[src/rtl/sr04_multi_ranger.sv]
// sr04_multi_ranger
//   Round-robin controller for N_CH HC-SR04 ultrasonic rangers. Only one ping
//   is in flight at a time, so neighbouring sensors cannot hear each other's
//   bursts. Each channel gets echo timeout detection, a saturating cm
//   conversion, first-order IIR smoothing and near/far window flags.
//   motor_off is the OR of every channel's near, far and timeout flags. It
//   drives the fan motor control logic.
//
// Ports
//   clk           system clock
//   reset_n       asynchronous active-low reset
//   echo          raw echo pins, asynchronous to clk
//   trigger       trigger pins, at most one bit high at a time
//   distance      filtered distance in cm, channel k at [k*DIST_W +: DIST_W]
//   sample_valid  one-cycle pulse when a channel result is updated
//   sample_ch     channel of the current sample_valid; holds otherwise
//   timeout       per-channel sticky flag: that channel's last ping timed out
//   near, far     per-channel window flags, registered after sample_valid
//   motor_off     OR over all channels of (near | far | timeout)
module sr04_multi_ranger #(
    parameter int unsigned CLK_HZ     = 100_000_000,
    parameter int unsigned N_CH       = 2,
    parameter int unsigned DIST_W     = 12,
    parameter int unsigned TRIG_US    = 10,
    parameter int unsigned GAP_US     = 60_000,
    parameter int unsigned TIMEOUT_US = 30_000,
    parameter int unsigned US_PER_CM  = 58,
    parameter int unsigned AVG_SH     = 2,
    parameter int unsigned NEAR_CM    = 7,
    parameter int unsigned FAR_CM     = 80
) (
    input  logic                     clk,
    input  logic                     reset_n,
    input  logic [N_CH-1:0]          echo,
    output logic [N_CH-1:0]          trigger,
    output logic [N_CH*DIST_W-1:0]   distance,
    output logic                     sample_valid,
    output logic [2:0]               sample_ch,
    output logic [N_CH-1:0]          timeout,
    output logic [N_CH-1:0]          near,
    output logic [N_CH-1:0]          far,
    output logic                     motor_off
);

    localparam int unsigned DIV     = CLK_HZ / 1_000_000;
    localparam int unsigned DIV_W   = $clog2(DIV);
    localparam int unsigned TMR_MAX = (GAP_US > TIMEOUT_US) ?
                                      ((GAP_US > TRIG_US) ? GAP_US : TRIG_US) :
                                      ((TIMEOUT_US > TRIG_US) ? TIMEOUT_US : TRIG_US);
    localparam int unsigned TMR_W   = ($clog2(TMR_MAX) < 1) ? 1 : $clog2(TMR_MAX);
    localparam int unsigned SUB_W   = ($clog2(US_PER_CM) < 1) ? 1 : $clog2(US_PER_CM);
    localparam int unsigned PTR_W   = (N_CH > 1) ? $clog2(N_CH) : 1;

    localparam logic [DIST_W-1:0] DMAX = {DIST_W{1'b1}};

    localparam logic [2:0] S_IDLE = 3'd0;
    localparam logic [2:0] S_TRIG = 3'd1;
    localparam logic [2:0] S_WAIT = 3'd2;
    localparam logic [2:0] S_MEAS = 3'd3;
    localparam logic [2:0] S_UPD  = 3'd4;
    localparam logic [2:0] S_TMO  = 3'd5;
    localparam logic [2:0] S_NEXT = 3'd6;

    // ---------------- microsecond tick ----------------
    logic [DIV_W-1:0] div_q;
    logic             tick;

    assign tick = (div_q == DIV_W'(DIV - 1));

    // NOTE: sequential state uses non-blocking (<=) so every register samples
    // the pre-edge value of the others; blocking here would create ordering races.
    always_ff @(posedge clk or negedge reset_n) begin
        if (!reset_n) div_q <= '0;
        else          div_q <= tick ? '0 : div_q + 1'b1;
    end

    // ---------------- echo synchroniser and edge detect ----------------
    logic [N_CH-1:0] s1_q, s2_q, s3_q;
    logic [N_CH-1:0] rise, fall;

    always_ff @(posedge clk or negedge reset_n) begin
        if (!reset_n) begin
            s1_q <= '0;
            s2_q <= '0;
            s3_q <= '0;
        end else begin
            s1_q <= echo;
            s2_q <= s1_q;
            s3_q <= s2_q;
        end
    end

    assign rise = s2_q & ~s3_q;
    assign fall = ~s2_q & s3_q;

    // ---------------- ping sequencer ----------------
    logic [2:0]        state_q, state_d;
    logic [TMR_W-1:0]  tmr_q, tmr_d;
    logic [SUB_W-1:0]  sub_q, sub_d;
    logic [DIST_W-1:0] raw_q, raw_d;
    logic [PTR_W-1:0]  ptr_q, ptr_d;

    logic [DIST_W-1:0] dist_q [N_CH];
    logic [N_CH-1:0]   primed_q, timeout_q;
    logic [N_CH-1:0]   trig_q, trig_d;

    // Per-channel selection by compare loop so any N_CH indexes cleanly.
    logic              rise_sel, fall_sel, primed_sel;
    logic [DIST_W-1:0] avg_sel;

    always_comb begin
        rise_sel   = 1'b0;
        fall_sel   = 1'b0;
        primed_sel = 1'b0;
        avg_sel    = '0;
        for (int k = 0; k < N_CH; k++) begin
            if (ptr_q == PTR_W'(k)) begin
                rise_sel   = rise[k];
                fall_sel   = fall[k];
                primed_sel = primed_q[k];
                avg_sel    = dist_q[k];
            end
        end
    end

    // NOTE: every always_comb output gets a default first; a path that leaves
    // one unassigned would infer a latch.
    always_comb begin
        state_d = state_q;
        tmr_d   = tmr_q;
        sub_d   = sub_q;
        raw_d   = raw_q;
        ptr_d   = ptr_q;
        case (state_q)
            S_IDLE: if (tick) begin
                if (tmr_q == TMR_W'(GAP_US - 1)) begin
                    tmr_d   = '0;
                    state_d = S_TRIG;
                end else tmr_d = tmr_q + 1'b1;
            end
            S_TRIG: if (tick) begin
                if (tmr_q == TMR_W'(TRIG_US - 1)) begin
                    tmr_d   = '0;
                    state_d = S_WAIT;
                end else tmr_d = tmr_q + 1'b1;
            end
            S_WAIT: begin
                if (rise_sel) begin
                    tmr_d   = '0;
                    sub_d   = '0;
                    raw_d   = '0;
                    state_d = S_MEAS;
                end else if (tick) begin
                    if (tmr_q == TMR_W'(TIMEOUT_US - 1)) state_d = S_TMO;
                    else                                 tmr_d   = tmr_q + 1'b1;
                end
            end
            S_MEAS: begin
                // The cm count also advances in the fall cycle. The counted
                // window is then exactly the echo width in clocks, so the
                // tick count is independent of the divider phase.
                if (tick) begin
                    if (sub_q == SUB_W'(US_PER_CM - 1)) begin
                        sub_d = '0;
                        if (raw_q != DMAX) raw_d = raw_q + 1'b1;
                    end else sub_d = sub_q + 1'b1;
                end
                if (fall_sel) state_d = S_UPD;
                else if (tick) begin
                    if (tmr_q == TMR_W'(TIMEOUT_US - 1)) state_d = S_TMO;
                    else                                 tmr_d   = tmr_q + 1'b1;
                end
            end
            S_UPD:  state_d = S_NEXT;
            S_TMO:  state_d = S_NEXT;
            S_NEXT: begin
                ptr_d   = (ptr_q == PTR_W'(N_CH - 1)) ? '0 : ptr_q + 1'b1;
                tmr_d   = '0;
                sub_d   = '0;
                raw_d   = '0;
                state_d = S_IDLE;
            end
            default: state_d = S_IDLE;
        endcase
    end

    // Trigger is registered from next-state so the pin is glitch-free and
    // is high for exactly the TRIG dwell.
    always_comb begin
        trig_d = '0;
        for (int k = 0; k < N_CH; k++)
            trig_d[k] = (state_d == S_TRIG) && (ptr_d == PTR_W'(k));
    end

    always_ff @(posedge clk or negedge reset_n) begin
        if (!reset_n) begin
            state_q <= S_IDLE;
            tmr_q   <= '0;
            sub_q   <= '0;
            raw_q   <= '0;
            ptr_q   <= '0;
            trig_q  <= '0;
        end else begin
            state_q <= state_d;
            tmr_q   <= tmr_d;
            sub_q   <= sub_d;
            raw_q   <= raw_d;
            ptr_q   <= ptr_d;
            trig_q  <= trig_d;
        end
    end

    // ---------------- IIR filter ----------------
    logic signed [DIST_W:0]   diff, step;
    logic signed [DIST_W+1:0] sum;
    logic [DIST_W-1:0]        filt, new_avg;

    always_comb begin
        diff = $signed({1'b0, raw_q}) - $signed({1'b0, avg_sel});
        step = diff >>> AVG_SH;
        sum  = $signed({2'b00, avg_sel}) + $signed({step[DIST_W], step});
        if (sum[DIST_W+1])   filt = '0;
        else if (sum[DIST_W]) filt = DMAX;
        else                  filt = sum[DIST_W-1:0];
        new_avg = primed_sel ? filt : raw_q;
    end

    // ---------------- per-channel results ----------------
    logic       sample_valid_q;
    logic [2:0] sample_ch_q;

    // NOTE: the distance registers are few and drive outputs that must read 0
    // in reset, so they are reset; a large storage array would not be.
    always_ff @(posedge clk or negedge reset_n) begin
        if (!reset_n) begin
            for (int k = 0; k < N_CH; k++) dist_q[k] <= '0;
            primed_q       <= '0;
            timeout_q      <= '0;
            sample_valid_q <= 1'b0;
            sample_ch_q    <= '0;
        end else begin
            sample_valid_q <= (state_q == S_UPD) || (state_q == S_TMO);
            if ((state_q == S_UPD) || (state_q == S_TMO)) sample_ch_q <= 3'(ptr_q);
            for (int k = 0; k < N_CH; k++) begin
                if (ptr_q == PTR_W'(k)) begin
                    if (state_q == S_UPD) begin
                        dist_q[k]    <= new_avg;
                        primed_q[k]  <= 1'b1;
                        timeout_q[k] <= 1'b0;
                    end else if (state_q == S_TMO) begin
                        timeout_q[k] <= 1'b1;
                    end
                end
            end
        end
    end

    // ---------------- window flags ----------------
    // A channel that has never produced a result has no meaningful distance,
    // so its window flags stay low until it is primed.
    logic [N_CH-1:0] near_d, far_d, near_q, far_q;
    logic            motor_off_q;

    always_comb begin
        near_d = '0;
        far_d  = '0;
        for (int k = 0; k < N_CH; k++) begin
            near_d[k] = primed_q[k] && !timeout_q[k] && (dist_q[k] <= DIST_W'(NEAR_CM));
            far_d[k]  = primed_q[k] && !timeout_q[k] && (dist_q[k] >= DIST_W'(FAR_CM));
        end
    end

    always_ff @(posedge clk or negedge reset_n) begin
        if (!reset_n) begin
            near_q      <= '0;
            far_q       <= '0;
            motor_off_q <= 1'b0;
        end else begin
            near_q      <= near_d;
            far_q       <= far_d;
            motor_off_q <= |(near_d | far_d | timeout_q);
        end
    end

    always_comb begin
        distance = '0;
        for (int k = 0; k < N_CH; k++) distance[k*DIST_W +: DIST_W] = dist_q[k];
    end

    assign trigger      = trig_q;
    assign sample_valid = sample_valid_q;
    assign sample_ch    = sample_ch_q;
    assign timeout      = timeout_q;
    assign near         = near_q;
    assign far          = far_q;
    assign motor_off    = motor_off_q;

endmodule

[config.mk]
export PLATFORM = sky130hd
export DESIGN_NAME = sr04_multi_ranger
export DESIGN_NICKNAME = d
export VERILOG_FILES = /design/src/rtl/sr04_multi_ranger.sv
export SDC_FILE = /design/constraint.sdc
export NUM_CORES = 1
export LEC_CHECK = 0
export CORE_MARGIN = 1
export CORE_UTILIZATION = 42
export CTS_CLUSTER_DIAMETER = 200
export CTS_CLUSTER_SIZE = 16
export DETAILED_ROUTE_END_ITERATION = 6
export DONT_BUFFER_PORTS = 1
export PLACE_DENSITY_LB_ADDON = 0.25
export SKIP_CTS_REPAIR_TIMING = 1
export SLEW_MARGIN = 25
export SYNTH_ARGS = -nofsm -noshare
export SYNTH_HDL_FRONTEND = slang
export SYNTH_SLANG_ARGS = --single-unit
[constraint.sdc]
create_clock -name clk -period 8.2 [get_ports clk]
set_input_delay 1.23 -clock clk [delete_from_list [all_inputs] [get_ports clk]]
set_output_delay 1.23 -clock clk [all_outputs]
set_load 0.02 [all_outputs]
==> summary.md <==
| Metric | Value |
|---|---|
| CTS tree | `done` |
| CP endpoint kind | `flop` |
| HPWL after detailed placement | `9840 um` |
| Commonest non-fill, non-tap cell in the layout | `dfrtp_1` |
| CP Max Fanout | `23` |
| Area contributors post-synth | `dfrtp_1 39%, ha_1 7.1%, nand2_1 4.7%` |
| Critical path's most frequent cell | `ha_1` |
| Gate count of the mapped netlist | `625` |
| Vias per cell | `5.85` |
| DRT Pass-1 Iters | `5` |
| Worst Setup Start Kind | `flop` |
| Final worst path period need | `4960 ps` |
| Seq/Total Area, Yosys | `38.9%` |
| Initial Util | `43.0%` |
| Layout Nets | `654` |
| DRT iter0 DRCs | `382` |
| Worst-Margin Slew | `1020 ps` |
| Power Density | `139 nW/um2` |
| Total track usage | `21.0%` |
| Cells after DPL | `782` |
| N_diodes | `0` |
| Hold Path Class | `reg2reg` |
| WP buf/inv | `0` |
| Tcrit/Tclk final | `60.5%` |
| RSZ-0062 raised after global routing | `false` |
| Antenna viol nets, final | `0` |
| TritonCTS Buffers | `9` |
| Commonest non-fill, non-tap cells in the layout | `87 x dfrtp_1, 71 x nand2_1, 52 x o21ai_0` |
| Slowest CP cell | `dfrtp_2` |
| I/O pins | `41` |
| Yosys reg bits | `88` |
| Skew-Pair Late Insertion Delay | `340 ps` |
| Drc violations | `0` |
| Num rows | `42` |
| Root buffer cell | `clkbuf_16` |
| Post-synth ARST share | `100%` |
| Number of setup violations in the final report | `0` |
| Die height | `118 um` |
| Syn Area/Cell | `9.06 um2` |
| Clock transition at path regs | `70 ps` |
| Skew final | `6.46 ps` |
| Final setup TNS | `0 ps` |
| Leakage Power | `0.00263 uW` |
| Syn Std Cell Area | `5670 um2` |
| Final cell count without fillers | `798` |
| VDD IR-drop max | `114 uV` |
| Vias post-DR | `4670` |
| Synth top area share | `38.9%` |
| Post-synth EDFFs | `0` |
| Max-Cap Viols | `0` |
| Max Fclk | `201 MHz` |
| Chip Width | `118 um` |
| CTS sink cnt | `88` |
| WP data required | `8460 ps` |
| CP top delay family | `compound AO/OA/AOI/OAI gates` |
| Critical path arrival | `5220 ps` |
| Total grt overflow | `0` |
| Vias in the first global route | `4588` |
| Yosys top cell by area | `dfrtp_1` |
| Die area | `14000 um2` |
| Status | `complete, no violations` |
| Share of cells above drive strength 1 | `8.52%` |
| Final Max Tran Viols | `0` |
| Total core area | `13200 um2` |
| Routability Congestion | `0.884` |
| Syn. warnings | `0` |
| CP Cell Sequence | `mux2i_1, ha_1, a21o_1, a31o_2, nand2_1, nand2b_1, a21oi_1, xnor2_1, ha_1, o21a_1, a211oi_2, o21bai_1, o22ai_2, xor2_2, o211ai_1, a31oi_1` |
| Initial antenna violation count | `0` |
| # port buffers | `0` |
| Kind of critical path | `reg2reg` |
| CTS Buffer Depth | `2` |
| First-pass GRT wire length | `23400 um` |
| Synth unique cells | `70` |
| H-tree Lvls | `3` |
| Routed len/inst | `17.3 um` |
| Area Growth Syn to Fin | `6.36%` |
| Synth Flop Type | `dfrtp_1` |
| Final hold violation count | `0` |
| Slew margin rel. | `32.2%` |
| Slowest stage delay, CP | `810 ps` |
| DRT Wirelength | `13800 um` |
| Largest net degree at the start of global routing | `89` |
-- stage by stage --
| step | util, % | area [um2] | setup WS, ps | power (uW) | hold slack, ps |
|---|---|---|---|---|---|
| 6_report | 45.7 | 6030 | 3240 | 839 | 387 |
| 5_1_grt | 45.7 | 6030 | 2810 | 865 | 409 |
| 4_1_cts | 45.7 | 6020 | 3280 | 848 | 392 |
| 3_5_place_dp | 43.5 | 5730 | 3330 | 448 | 375 |
| 3_3_place_gp | 43.4 | 5730 | 3020 | 448 | 376 |
| 2_1_floorplan | - | 5670 | 4010 | 448 | 331 |
-- flip-flops by register name, indices dropped and copies added (netlist names) --
name	cells
distance	24
tmr_q	16
raw_q	12
div_q	7
sub_q	6
state_q	3
far	2
near	2
primed_q	2
s1_q	2
s2_q	2
s3_q	2
timeout	2
trigger	2
motor_off	1
ptr_q	1
sample_ch	1
sample_valid	1
-- final cells by class --
| cell class | instances | area, um2 |
|---|---|---|
| inverters | 24 | 90.1 |
| clock buffers | 9 | 225 |
| fillers | 1247 | 7160 |
| flip-flops and latches | 88 | 2200 |
| multi-input cells | 492 | 3210 |
| clock inverters | 7 | 63.8 |
| repair buffers | 2 | 15.0 |
| well taps | 176 | 220 |
-- synthesized netlist by cell type (14+ instances only) --
library cell,number
a21oi_1,25
a31oi_1,26
dfrtp_1,88
ha_1,32
inv_1,24
nand2_1,71
nand2b_1,14
nand3_1,23
nor2_1,52
nor3_1,18
o21ai_0,52
o32ai_1,20
xnor2_1,16
-- layer usage --
layer	wire length (um)	GRT usage (%)	up-vias
met4	423	8.81	0
met3	648	4.05	24
met5	0	0	-
met1	6390	28.6	2241
li1	-	-	2273
met2	6310	32.8	132
-- final timing paths --
check | from | to | slack (ps) | cells after the start
worst max-delay path | ptr_q$_DFF_PN0_ | distance[0]$_DFFE_PN0P_ | 3240 | 16
worst min-delay path | s1_q[0]$_DFF_PN0_ | s2_q[0]$_DFF_PN0_ | 390 | 0
worst max register to register | ptr_q$_DFF_PN0_ | distance[0]$_DFFE_PN0P_ | 3240 | 16
worst min register to register | s1_q[0]$_DFF_PN0_ | s2_q[0]$_DFF_PN0_ | 390 | 0
max in group asynchronous | reset_n | sub_q[4]$_DFFE_PN0P_ | 7490 | 0
min in group asynchronous | reset_n | div_q[4]$_DFF_PN0_ | 580 | 0
-- report_power, final --
part	total [uW]	internal (uW)	switching [uW]	leakage [uW]
logic	3.46	1.53	1.93	0.00129
registers	436	435	1.04	0.00120
clock network	399	212	187	0.000136
total	839	649	190	0.00263
-- cell families after synthesis --
logic type                 Yosys count  share of synthesized area, %
xor gates and xnor gates            28                          4.46
muxes                               15                          2.76
adders and majority gates           33                          7.42
buffers and inverters               46                          4.84
DFF                                 88                          38.9
other                                1                        0.0662
and+or+nand+nor                    234                          20.4
AOI/OAI and AO/OA                  180                          21.2
-- worst register-to-register path: stages (launching register included) --
cell,delay (ps)
dfrtp_2,810
mux2i_1,450
ha_1,370
a21o_1,180
a31o_2,220
nand2_1,80
nand2b_1,50
a21oi_1,170
xnor2_1,140
ha_1,280
o21a_1,240
a211oi_2,240
o21bai_1,140
o22ai_2,180
xor2_2,810
o211ai_1,280
a31oi_1,230
No activity file was read; power rests on OpenSTA's default activity.
